<file path="src/rtl/regwr_arbiter.sv">
// Two-requester round-robin arbiter feeding a single register-file write port.
// Optional macro REGWR_ZERO_FILTER_EN suppresses the write strobe for address 0.
`timescale 1ns/1ps
module regwr_arbiter #(
    parameter int ADDR_W = 5,
    parameter int DATA_W = 32
) (
    input  logic              clk,
    input  logic              rst,
    input  logic              req0_valid,
    input  logic [ADDR_W-1:0] req0_addr,
    input  logic [DATA_W-1:0] req0_data,
    output logic              req0_ready,
    input  logic              req1_valid,
    input  logic [ADDR_W-1:0] req1_addr,
    input  logic [DATA_W-1:0] req1_data,
    output logic              req1_ready,
    input  logic              wr_stall,
    output logic              wr_en,
    output logic [ADDR_W-1:0] wr_addr,
    output logic [DATA_W-1:0] wr_data,
    output logic              sel,
    output logic              last_grant
);

    typedef enum logic {S_IDLE = 1'b0, S_WRITE = 1'b1} state_t;

    state_t            state_q;
    logic [ADDR_W-1:0] wr_addr_q;
    logic [DATA_W-1:0] wr_data_q;
    logic              sel_q;
    logic              last_grant_q;

    logic              gnt_any;
    logic              gnt_idx;
    logic [ADDR_W-1:0] gnt_addr;
    logic [DATA_W-1:0] gnt_data;
    logic              gnt_strobe;

    // Grant is combinational so ready can rise in the same cycle as valid.
    always_comb begin
        gnt_any = 1'b0;
        gnt_idx = 1'b0;
        if (!rst && !wr_stall) begin
            if (req0_valid && req1_valid) begin
                gnt_any = 1'b1;
                gnt_idx = ~last_grant_q;
            end else if (req0_valid) begin
                gnt_any = 1'b1;
                gnt_idx = 1'b0;
            end else if (req1_valid) begin
                gnt_any = 1'b1;
                gnt_idx = 1'b1;
            end
        end
        gnt_addr = gnt_idx ? req1_addr : req0_addr;
        gnt_data = gnt_idx ? req1_data : req0_data;
`ifdef REGWR_ZERO_FILTER_EN
        gnt_strobe = (gnt_addr != '0);
`else
        gnt_strobe = 1'b1;
`endif
    end

    assign req0_ready = gnt_any && !gnt_idx;
    assign req1_ready = gnt_any &&  gnt_idx;

    // A stalled write port freezes every register, including the round-robin pointer.
    always_ff @(posedge clk or posedge rst) begin
        if (rst) begin
            state_q      <= S_IDLE;
            wr_addr_q    <= '0;
            wr_data_q    <= '0;
            sel_q        <= 1'b0;
            last_grant_q <= 1'b1;
        end else if (!wr_stall) begin
            if (gnt_any) begin
                last_grant_q <= gnt_idx;
                sel_q        <= gnt_idx;
                wr_addr_q    <= gnt_addr;
                wr_data_q    <= gnt_data;
                state_q      <= gnt_strobe ? S_WRITE : S_IDLE;
            end else begin
                state_q      <= S_IDLE;
            end
        end
    end

    assign wr_en      = (state_q == S_WRITE);
    assign wr_addr    = wr_addr_q;
    assign wr_data    = wr_data_q;
    assign sel        = sel_q;
    assign last_grant = last_grant_q;

endmodule
</file>
<file path="config.mk">
export PLATFORM = sky130hd
export DESIGN_NAME = regwr_arbiter
export DESIGN_NICKNAME = d
export VERILOG_FILES = /design/src/rtl/regwr_arbiter.sv
export SDC_FILE = /design/constraint.sdc
export NUM_CORES = 1
export LEC_CHECK = 0
export ABC_AREA = 1
export CAP_MARGIN = 40
export CELL_PAD_IN_SITES_DETAIL_PLACEMENT = 1
export CELL_PAD_IN_SITES_GLOBAL_PLACEMENT = 2
export CORE_MARGIN = 3
export CORE_UTILIZATION = 17
export CTS_CLUSTER_SIZE = 16
export DETAILED_ROUTE_END_ITERATION = 6
export GPL_TIMING_DRIVEN = 1
export PLACE_DENSITY_LB_ADDON = 0.1
export SLEW_MARGIN = 15
export SYNTH_ARGS = -nofsm -noshare
export SYNTH_HDL_FRONTEND = slang
export SYNTH_SLANG_ARGS = --single-unit
export TNS_END_PERCENT = 20
</file>
<file path="constraint.sdc">
create_clock -name clk -period 2.3 [get_ports clk]
set_input_delay 0.345 -clock clk [delete_from_list [all_inputs] [get_ports clk]]
set_output_delay 0.345 -clock clk [all_outputs]
set_load 0.005 [all_outputs]
</file>
==> flow_summary.yaml <==
status:
  status: "finished, final reports clean"
sta:
  fmax_mhz: 488.3
  min_period_ns: 2.048
  fin_crit_sh_pct: 89.03
  setup_viol_count_final: 0
  relSlewSlack_pct: 61.18
  tightestPinTransition_ns: 0.5822
  rsz0062_at_grt: "no"
  finalHoldViolCount: 0
  finalClockSkew_ns: 0.001563
  hold_ws_ns: 0.4746
  slew_viol_final: 0
  setup_tns_ns: 0
power_and_ir_drop:
  powerDensity_nw_per_um2: 663.5
  power.switching_uw: 613.2
  seq_power_share_pct: 39.2
  p_comb_share_pct: 29.7
  switching_share_pct: 26.77
  peakVddDrop_v: 0.0002493
  clkPwrFrac_pct: 31.1
  intPower_mw: 1.677
  leakage_nw: 1.447
setup_path:
  crit_buf_inv: 4
  r2r_cells: 5
  r2r_start: "last_grant"
  path_depth: 7
  required_ns: 1.96
  r2r-end: "wr_data[20]"
  arrival_ns: 1.70
  path_delay_family: "buffers and inverters"
  worstSetupStartpoint: "wr_stall"
  startpoint_type: "input port"
  endpoint: "req0_ready"
  endpoint_kind: "output pin"
  rrSetupSlack_ns: 0.82
  path_cells: "clkdlybuf4s50_1 -> inv_1 -> nand2_1 -> nor2_4 -> nand2_1 -> inv_1 -> clkdlybuf4s50_1"
  cpPeakStageDelay_ns: 0.50
  cp_max_fo: 3
  crit_type: "in -> out"
  cpMaxStageDelayCell: "clkdlybuf4s50_1"
placed_design:
  hpwlAfterDp_microns: 5527
  routabilityCongestion: 0.7179
  port_buffers: 120
route:
  drtAntennaViolNets: 0
  first_iter_violations: 78
  viasPerCell: 4.446
  drt_first_pass_iters: 4
  wirelength_microns: 8408
  dr_total_vias: 2152
  avgRoutedWirePerCell_microns: 17.37
  drc_errors: 0
floorplan:
  die_h_microns: 113.4
  start_util_pct: 17.77
  rows: 38
  core_area_sq_um: 11030
  io_pins: 121
  die_area_sq_um: 12860
  fp.dieW_microns: 113.4
grt:
  grt_pass1_vias: 2374
  grt_pass1_wl_microns: 13610
  antenna_found_initial: 0
  grt_max_degree: 41
  track_usage_pct: 13.33
  grt_overflow: 0
clocking:
  cts_buffers: 5
  clkTransAtPathRegs_ns: 0.06
  post_cts.repair.setup_buffers: 0
  cts_tree: "built"
  cts_buffer_depth: 2
  htreeDepth: 2
  holdBufCountCts: 0
  cts_sinks: 40
  cts-resized-gates: 0
  clockRootBuffer: "clkbuf_16"
  clock_latency_ns: 0.28
min_path:
  hp-class: "reg -> reg"
finish:
  n_antenna_cell: 0
  regArea_sq_um: 1002
  drive_above_1_share_pct: 6.977
  nets: 422
  fillers: 1307
  area_growth_pct: 76.07
  multi_input_area_sq_um: 813.3
  final_cell_mix: "119 x clkdlybuf4s50_1, 74 x nand3_1, 45 x nand2_1"
  mostFrequentLayoutCell: "clkdlybuf4s50_1"
synth:
  synth_nets: 309
  syn_inst: 230
  ys_seq_area_share_pct: 51.12
  synth_warnings: 0
  synth_seq_cells: 40
  synthTopCellsByArea: "dfrtp_1 50%, nand3_1 19%, nand4_1 12%"
  synth_top_area_share_pct: 49.78
  synth_area_sq_um: 1961
  avgSynthCellArea_sq_um: 8.524
  ys_types: 12
  synth_top_area_cell: "dfrtp_1"
flow_run:
  maxCapViolCount: 0
## stage by stage
stage | std cells | area, sq um | worst slack [ns] | utilization (%) | power (mW)
global route | 484 | 3452 | 0.1818 | 31.30 | 2.444
CTS | 484 | 3452 | 0.2436 | 31.30 | 2.345
floorplan | 230 | 1961 | 0.001333 | - | 1.126
detailed placement | 476 | 3306 | 0.2462 | 29.97 | 1.605
finish | 484 | 3452 | 0.2522 | 31.30 | 2.290
global placement | 476 | 3306 | 0.2710 | 29.97 | 1.605
## tightest hold or removal path, stage by stage (launching register included)
cell     delay (ns)
dfrtp_1        0.34
nand2_1        0.05
nand2_1        0.05
## logic make-up after synthesis
logic type | Yosys count | synth area share (%)
AND/OR/NAND/NOR | 161 | 40.71
buffers and inverters | 29 | 8.168
flip-flops | 40 | 51.12
## Yosys cell counts
master,n
inv_2,1
buf_4,1
nand3_1,75
nand4_1,37
buf_6,3
nor2_4,1
buf_2,20
dfstp_2,1
inv_1,4
nor2_1,2
nand2_1,46
dfrtp_1,39
## layout make-up
class,instances,area share [%]
tap,140,5.074
inverter,5,0.5437
multi-input combinational,161,23.56
timing repair buffer,130,37.55
clock buffer,8,4.241
sequential,40,29.03
## metal layers
| metal | part of all wire [%] | vias up | routed length [microns] | track usage (%) |
|---|---|---|---|---|
| li1 | - | 1041 | - | - |
| met1 | 44 | 1027 | 3710 | 17.40 |
| met2 | 47 | 79 | 3970 | 21.96 |
| met3 | 8.1 | 5 | 679 | 4.191 |
| met4 | 0.57 | 0 | 48 | 2.404 |
| met5 | 0 | - | 0 | 0 |
## state kept, by name (all words and copies together), names as in the netlist
signal	cells
last_grant	1
sel	1
wr_addr	5
wr_data	32
wr_en	1
## worst min path at each step
stage | slack (ns) | depth (start not counted) | start | endpoint
finish | 0.47 | 2 | sel | sel
global route | 0.50 | 2 | sel | sel
CTS | 0.48 | 2 | sel | sel
detailed placement | 0.46 | 2 | sel | sel
global placement | 0.46 | 2 | sel | sel
floorplan | 0.46 | 2 | wr_stall | wr_en
## power groups by stage
stage	clock network, mW	registers (mW)	logic, mW
final	0.712	0.898	0.680
after global routing	0.778	0.917	0.749
after CTS	0.748	0.900	0.698
after detailed placement	0	0.909	0.696
after global placement	0	0.912	0.693
after floorplan	0	0.916	0.210
No activity file was read; power rests on OpenSTA's default activity.
